$ cat src/rtl/sat_counter.sv
// Saturating up-counter with synchronous clear; sticks at all-ones instead of wrapping.
// Used by stream_seq_checker for the word and error counts.
module sat_counter #(
    parameter int W = 16
) (
    input  logic         clk,
    input  logic         rst,
    input  logic         i_clr,
    input  logic         i_inc,
    output logic [W-1:0] o_value
);

    logic [W-1:0] r_value;

    always_ff @(posedge clk) begin
        if (rst || i_clr) begin
            r_value <= '0;
        end else if (i_inc && (r_value != {W{1'b1}})) begin
            r_value <= r_value + 1'b1;
        end
    end

    assign o_value = r_value;

endmodule

$ cat config.mk
export PLATFORM = sky130hd
export DESIGN_NAME = sat_counter
export DESIGN_NICKNAME = d
export VERILOG_FILES = /design/src/rtl/sat_counter.sv
export SDC_FILE = /design/constraint.sdc
export NUM_CORES = 1
export LEC_CHECK = 0
export CORE_MARGIN = 2
export CORE_UTILIZATION = 47
export CTS_CLUSTER_DIAMETER = 60
export DETAILED_ROUTE_END_ITERATION = 10
export GPL_ROUTABILITY_DRIVEN = 0
export GPL_TIMING_DRIVEN = 1
export PLACE_DENSITY_LB_ADDON = 0.2
export SETUP_SLACK_MARGIN = 0.4
export SYNTH_ARGS = -nofsm -noshare
export SYNTH_HDL_FRONTEND = slang
export SYNTH_SLANG_ARGS = --single-unit
$ cat constraint.sdc
create_clock -name clk -period 2.3 [get_ports clk]
set_input_delay 0.23 -clock clk [delete_from_list [all_inputs] [get_ports clk]]
set_output_delay 0.23 -clock clk [all_outputs]
set_load 0.02 [all_outputs]
# Word level (Yosys, flattened, before mapping)
# Cells that the tools add are included.
# word_totals
regBits	16
inputBits	4
out_inout_bits	16
# op_classes
addsub	1
n_eq_ne	1
n_reduce_logical	2
# ops
operator	count
$add 16x1->16 const B	1
$ne 16x16->1 const B	1
$logic_and 1x1->1	1
$logic_or 1x1->1	1

# Logic depth before layout (Yosys ltp)
# Gate-level depths: netlist (run 1).
# depth
ltp_word	2
ltp_mapped	5
depth_no_buf	5

# Worst setup path after synthesis (run 1)
# No wires, ideal clock.
# synth_timing
kind	reg2reg
start	register r_value[0], in the netlist o_value[0]
end	register r_value[5], in the netlist o_value[5]
setup_time_ns	0.116
t_arrival_ns	1.647
path_slack_ns	0.537
stages_incl_launch_ff	5
synth_period_minus_slack_ns	1.763
path_cell_list	dfxtp_1 > ha_1 > nand3_1 > or4_4 > a41o_1
# synth_via
elab_chain_len	2
elab_cells_between_ends	3
cone_classes	add/sub: 1; eq/ne: 1; reduce/logical: 1
# synth_lines
item	line	rtl
start, declared	13	logic [W-1:0] r_value;
start signal, assigned	19	r_value <= r_value + 1'b1;
parallel branches: the longest is 2 deep, another holds $add 16x1->16	-	
# Parallel ways; which one is timed is not known.
# A chain may end at the register's enable or synchronous reset.

# Final worst setup path (run 1)
# layout_timing
start	register r_value[0], in the netlist o_value[0]
end	register r_value[7], in the netlist o_value[7]
# Same word-level chain as after synthesis.

==> summary.log, run 1 <==
[setup_path] worst reg2reg startpoint o_value[0]
[synth] Seq/Total Area, Yosys 37.81%
[timing] Least-Margin Pin Slew 453.1 ps
[routing] vias 830
[placement] total placed cells including tap cells 136
[global_routing] global route overflow 0
[cts] insertion delay of the later-clocked pin in the worst-skew pair 290 ps
[synth] Netlist Area Pre-Place 847.1 um^2
[layout] layout cell share with drive strength beyond 1 9.565%
[timing] Final Critical Period 1895 ps
[min_path] Worst Hold Endpoint o_value[1]
[outcome] result of the run completed
[power] switching power summed over all nets 109.9 uW
[routing] wire length after detailed routing 2095 um
[global_routing] initial antenna violation count 0
[placement] half-perimeter wire length of the detailed placement result 1407 um
[power] Logic pwr share 5.0%
[synth] area share of the largest cell type after synthesis 37.81%
[timing] final number of setup-violating endpoints 0
[global_routing] maximum number of pins on one net before global-route repair 16
[setup_path] capturing point of the worst reg2reg path o_value[7]
[timing] clock skew 2.115 ps
[cts] Clock transition at path regs 100 ps
[timing] count of endpoints failing hold in the final timing report 0
[cts] clock buffers created by TritonCTS 3
[power] sequential fraction of design power 56.5%
[floorplanning] Row Count 15
[floorplanning] Chip Height 46.46 um
[cts] number of sinks on the clock net 16
[layout] final design instance area without fill 1112 um^2
[setup_path] critical path class flop to flop
[timing] Max Transition Viols Final 0
[synth] number of warnings reported in the yosys synthesis log 0
[min_path] path type of the worst min-delay path flop to flop
[layout] max reg flops 16
[placement] Placement Setup Slack 395.6 ps
[floorplanning] die extent in x 46.46 um
[power] Leak 0.0004135 uW
[synth] number of cells produced by synthesis 95
[routing] ratio of routed vias to standard cells 5.929
[timing] highest attainable clock frequency 527.7 MHz
[floorplanning] total core area 1708 um^2
[synth] library cells used by synthesis 30
[setup_path] Reg2Reg Depth 5
[synth] Post-Synthesis Mean Instance Area 8.916 um^2
[cts] master cell of the clock root buffer clkbuf_4
[timing] sum of negative setup slack 0 ps
[floorplanning] number of ports placed on the die boundary 20
[timing] fin worst setup slack 404.9 ps
[power] Internal Dissipation 385.6 uW
[layout] Area growth syn-to-layout 31.32%
[synth] post-synthesis register bit count 16
[flow_run] max-cap violations 0
[setup_path] worst-path maximum fanout 5
[timing] fin crit share 82.39%
[min_path] hold path startpoint o_value[1]
[power] post-layout total power 495.5 uW
[routing] total DRC errors in the routed layout 0
[layout] count of non-filler cells in the finished layout 140
[routing] violation count after the first detailed-routing iteration 17
[placement] area of placed instances 1056 um^2
[synth] biggest area consumer among synthesized cells dfxtp_1
[placement] number of buffers added on ports 19
[synth] syn_nets 100
[layout] diodes inserted 0
[cts] count of buffers added by post-CTS timing repair for setup 0
[floorplanning] starting density of the core 49.60%
[power] switching power share of the total 22.18%
[layout] number of nets in the layout 121
[timing] RSZ-0062 raised after global routing true
[setup_path] CP arrival 2140 ps
[setup_path] reg-to-reg setup timing slack 400 ps
[cts] number of buffers between clock root and the deepest sink 2
[min_path] number of stages on the worst hold path 2
[cts] H-tree Lvls 1
[cts] TritonCTS clock tree yes
[global_routing] wire length of the first global-routing pass 3325 um
[routing] number of optimization iterations in the first detailed-route pass 4
[routing] Final ANT Viol Nets 0
[global_routing] number of global-route vias before repair 742
[synth] largest cells by area after synthesis dfxtp_1 (38%), a21oi_1 (5.3%), a41o_1 (4.7%)
[power] Max VDD drop 0.3318 mV
[power] Pwr per Cell Area 445.4 nW/um^2
[routing] average wire per cell in the routed design 14.96 um
[timing] worst slew margin relative to its limit 69.61%
[global_routing] overall routing resource usage 22.19%
[floorplanning] total die area 2158 um^2
[setup_path] CP Capture Type flop
[cts] hold-fix buffers at CTS 0
[setup_path] Critical Path Source Type flop
[setup_path] worst endpoint required time 2540 ps
[power] Clk pwr share 38.5%
==> what timing repair did <==
action | 4_1_cts | 5_1_grt
resized for setup | 0 | 2
endpoints found under the setup margin | 0 | 7
hold endpoints to repair | 0 | 0
==> area by class of cell <==
class / instances / area [um^2]
Fill cell: 143 / 595.6
Multi-Input combinational cell: 75 / 530.5
Sequential cell: 16 / 320.3
Timing Repair Buffer: 19 / 190.2
Clock buffer: 4 / 36.28
Tap cell: 25 / 31.28
Inverter: 1 / 3.754
==> worst max path at each step <==
stage             endpoint       start
2_1_floorplan   o_value[5]  o_value[0]
3_3_place_gp   o_value[14]       i_inc
3_5_place_dp   o_value[10]       i_inc
4_1_cts        o_value[15]  o_value[0]
5_1_grt         o_value[5]  o_value[0]
6_report        o_value[7]  o_value[0]
==> critical path: stages, from the launching register on <==
cell and delay (ps):
dfxtp_1 430, ha_1 230, nand3_1 230, or4_4 640, a31oi_1 210, a41o_1 110
==> metal layers <==
metal	share of wire (%)	up-vias	track usage (%)
li1	-	414	-
met1	48	394	30.07
met2	47	18	33.06
met3	3.2	4	5.098
met4	1.1	0	10.29
met5	0	-	0
==> cell usage after synthesis <==
master	count
a21oi_1	9
and4_1	4
clkbuf_2	1
or4_1	3
a31oi_1	3
nand4_2	1
nand3_1	5
nor3_1	1
xor2_1	2
o41ai_2	1
or2_2	1
a41o_1	4
nand2_1	6
xnor2_1	1
or3_1	5
nor4_2	1
and3_4	1
o21ai_0	5
nand4_1	5
o31ai_1	3
dfxtp_1	16
clkbuf_1	2
ha_1	1
and2_1	2
nor2_1	7
inv_1	1
nand4_4	1
o211a_1	1
or4_4	1
a211oi_1	1
==> power groups by stage <==
stage | sequential (uW) | clock, uW | combinational, uW
after CTS | 280 | 191 | 23.7
final | 280 | 191 | 24.7
after detailed placement | 286 | 0 | 23.6
after global routing | 280 | 210 | 27.2
after global placement | 286 | 0 | 23.1
after floorplan | 287 | 0 | 10.5
==> cell usage in the layout, fill, tap and decap left out <==
cell              n
o31ai_1           3
a21oi_1           9
and3_4            1
nand4_2           1
xnor2_1           1
nand3_1           5
clkbuf_4          3
a31oi_1           3
nand4_4           1
or2_2             1
o21ai_0           5
clkbuf_8          1
nand4_1           5
a211oi_1          1
or4_1             3
nand2_1           6
nor4_4            1
inv_1             1
and4_1            4
dfxtp_1          16
or3_1             5
or4_4             1
clkdlybuf4s50_1  19
ha_1              1
nor2_1            7
and2_1            2
a41o_1            4
o41ai_4           1
o211a_1           1
xor2_1            2
nor3_1            1
==> logic make-up (layout without fill, tap and decap cells) <==
kind of cell / Yosys count / in the layout / synth area share (%)
DFF: 16 / 16 / 37.81
adders and majority gates: 1 / 1 / 1.477
and+or+nand+nor: 44 / 44 / 33.82
xor gates and xnor gates: 3 / 3 / 3.102
AOI/OAI and AO/OA: 27 / 27 / 21.86
buffers and inverters: 4 / 24 / 1.920
==> per-stage QoR <==
| step | hold WS, ps | utilization, % |
|---|---|---|
| CTS | 526.0 | 63.96 |
| finish | 525.9 | 65.13 |
| floorplan | 390.0 | - |
| global route | 547.6 | 65.13 |
| global placement | 488.2 | 61.83 |
| detailed placement | 508.8 | 61.83 |
(Power assumes the default switching activity.)
==> run 2: changes to the inputs <==
--- a/config.mk
+++ b/config.mk
@@ -6,7 +6,7 @@
 export NUM_CORES = 1
 export LEC_CHECK = 0
 export CORE_MARGIN = 2
-export CORE_UTILIZATION = 47
+export CORE_UTILIZATION = 43
 export CTS_CLUSTER_DIAMETER = 60
 export DETAILED_ROUTE_END_ITERATION = 10
 export GPL_ROUTABILITY_DRIVEN = 0
==> constraint.sdc (replaced) <==
create_clock -name clk -period 1.6 [get_ports clk]
set_input_delay 0.16 -clock clk [delete_from_list [all_inputs] [get_ports clk]]
set_output_delay 0.16 -clock clk [all_outputs]
set_load 0.02 [all_outputs]
==> summary.log, run 2 (synthesized netlist as in run 1, its figures left out) <==
[outcome] result of the run completed
[routing] average wire per cell in the routed design 16.72 um [+12%]
[layout] area occupied by registers 380.4 um^2 [+19%]
[layout] final design instance area without fill 1453 um^2 [+31%]
[timing] count of endpoints failing hold in the final timing report 0 [unchanged]
[placement] total placed cells including tap cells 144 [+5.9%]
[global_routing] maximum number of pins on one net before global-route repair 16 [unchanged]
[cts] H-tree Lvls 1 [unchanged]
[cts] clock buffers created by TritonCTS 3 [unchanged]
[layout] Multi-input gate area 631.9 um^2 [+19%]
[routing] violation count after the first detailed-routing iteration 35 [+18]
[setup_path] reg-to-reg setup timing slack 70 ps [-340 ps]
[min_path] path type of the worst min-delay path flop to flop
[floorplanning] number of ports placed on the die boundary 20 [unchanged]
[layout] number of nets in the layout 146 [+21%]
[cts] insertion delay of the later-clocked pin in the worst-skew pair 290 ps [about the same]
[setup_path] critical path's slowest cell dfxtp_4
[global_routing] wire length of the first global-routing pass 4098 um [+23%]
[global_routing] number of global-route vias before repair 950 [+28%]
[floorplanning] die extent in x 48.39 um [+4.2%]
[setup_path] peak per-stage delay on the critical path 420 ps [-220 ps]
[floorplanning] total die area 2341 um^2 [+8.5%]
[timing] RSZ-0062 raised after global routing true
[setup_path] CP arrival 1720 ps [-420 ps]
[layout] layout cell share with drive strength beyond 1 47.86% [+38 points]
[setup_path] worst endpoint required time 1780 ps [-760 ps]
[setup_path] cells along the critical path nand4_4, buf_6, o41ai_4, buf_4, xor2_2, nor2_1
[power] Logic pwr share 6.7% [+1.7 points]
[layout] count of non-filler cells in the finished layout 167 [+19%]
[layout] Area growth syn-to-layout 71.49%
[power] Leak 0.0006021 uW [+46%]
[timing] clock skew 1.452 ps [-0.6634 ps]
[floorplanning] starting density of the core 44.54% [-5.1 points]
[cts] hold-fix buffers at CTS 0 [unchanged]
[routing] wire length after detailed routing 2793 um [+33%]
[routing] Final ANT Viol Nets 0 [unchanged]
[timing] worst slew margin relative to its limit 72.32% [+2.7 points]
[flow_run] max-cap violations 0 [unchanged]
[placement] area of placed instances 1210 um^2 [+15%]
[timing] fin worst setup slack 65.45 ps [-339.5 ps]
[timing] Least-Margin Pin Slew 412.0 ps [-41.03 ps]
[setup_path] CP Depth 6 [+1]
[cts] Clock transition at path regs 100 ps [about the same]
[setup_path] Reg2Reg Depth 6 [+1]
[timing] fin crit share 95.91% [+14 points]
[setup_path] timing startpoint of the critical path o_value[4]
[power] switching power summed over all nets 167.3 uW [+52%]
[floorplanning] Chip Height 48.39 um [+4.2%]
[timing] Max Transition Viols Final 0 [unchanged]
[layout] max reg flops 16 [unchanged]
[setup_path] Buf+Inv Stages, Crit Path 2 [+2]
[power] Max VDD drop 0.3705 mV [+12%]
[power] sequential fraction of design power 53.6% [-2.9 points]
[global_routing] overall routing resource usage 21.59% [-0.59 points]
[timing] highest attainable clock frequency 651.7 MHz [+23%]
[routing] ratio of routed vias to standard cells 5.916 [-0.21%]
[placement] number of buffers added on ports 19 [unchanged]
[cts] master cell of the clock root buffer clkbuf_4
[setup_path] worst reg2reg startpoint o_value[4]
[timing] Final Critical Period 1535 ps [-360.5 ps]
[routing] routed length on met2 1456 um [+47%]
[setup_path] Critical Path Source Type flop
[global_routing] initial antenna violation count 0 [unchanged]
[placement] Placement Setup Slack -38.94 ps [-434.5 ps]
[placement] half-perimeter wire length of the detailed placement result 1508 um [+7.2%]
[cts] number of sinks on the clock net 16 [unchanged]
[timing] sum of negative setup slack 0 ps [unchanged]
[layout] most frequent cells in the layout buf_4 (18), dfxtp_4 (16), a21oi_1 (9), nor2_1 (7), buf_6 (7)
[layout] leading cell type in the layout, fill and taps excluded buf_4
[setup_path] capturing point of the worst reg2reg path o_value[0]
[global_routing] global route overflow 0 [unchanged]
[setup_path] family with the most delay on the worst path flip-flops
[cts] TritonCTS clock tree yes
[setup_path] CP Capture Type flop
[power] Pwr per Cell Area 483.4 nW/um^2 [+8.5%]
[floorplanning] Row Count 16 [+1]
[layout] fill cell instance count of the final layout 135 [-5.6%]
[routing] vias 988 [+19%]
[power] switching power share of the total 23.83% [+1.6 points]
[routing] total DRC errors in the routed layout 0 [unchanged]
[routing] amount of wire on met3 after detailed routing 99 um [+46%]
[power] Clk pwr share 39.7% [+1.2 points]
[timing] final number of setup-violating endpoints 0 [unchanged]
[cts] number of buffers between clock root and the deepest sink 2 [unchanged]
[routing] highest metal layer used by the detailed router met4
[setup_path] worst-path maximum fanout 6 [+1]
[routing] Met1 Wirelength 1176 um [+16%]
[routing] number of optimization iterations in the first detailed-route pass 5 [+1]
[layout] diodes inserted 0 [unchanged]
[setup_path] critical path class flop to flop
[floorplanning] total core area 1902 um^2 [+11%]
[power] post-layout total power 702.2 uW [+42%]
[power] Internal Dissipation 534.9 uW [+39%]
[setup_path] critical path endpoint o_value[0]
run 2: layer usage:
metal  vias up  GRT usage (%)
met5         -              0
met4         0          5.238
met3        10          3.086
met2        37          39.12
met1       474          27.01
li1        467              -
run 2: what timing repair did:
action / in CTS / in global routing
setup endpoints to repair: 32 / 28
resized for setup: 22 / 37
endpoints found under the hold margin: 0 / 0
pin swaps: 7 / 10
setup buffers: 9 / 10
run 2: how the worst min path moves through the flow:
stage	start	endpoint	slack (ps)	cells past startpoint
3_5_place_dp	o_value[15]	o_value[15]	500	2
4_1_cts	o_value[15]	o_value[15]	520	2
6_report	o_value[1]	o_value[1]	510	2
3_3_place_gp	o_value[15]	o_value[15]	490	2
2_1_floorplan	i_inc	o_value[1]	310	2
5_1_grt	o_value[1]	o_value[1]	540	2
run 2: tightest hold or removal path: stages, from the launching register on:
cell     delay [ps]
dfxtp_4         370
nand2_1          60
a21oi_1          50
run 2: power by group through the flow:
stage	sequential (uW)	combinational (uW)	clock (uW)
5_1_grt	377	52.0	307
4_1_cts	380	39.4	277
3_3_place_gp	397	37.5	0
3_5_place_dp	397	38.3	0
2_1_floorplan	398	16.7	0
6_report	376	47.1	279
run 2: through the flow:
stage / hold slack, ps / utilization [%]
floorplan: 309.6 / -
global placement: 490.3 / 63.62
detailed placement: 496.4 / 63.62
CTS: 516.2 / 68.55
global route: 541.0 / 76.38
finish: 509.6 / 76.38
run 2: cell type report:
cell class	instances	share of cell area (%)
Multi-Input combinational cell	75	43.50
Sequential cell	16	26.18
Timing Repair Buffer	44	25.24
Clock buffer	4	2.498
Tap cell	27	2.326
Inverter	1	0.2584
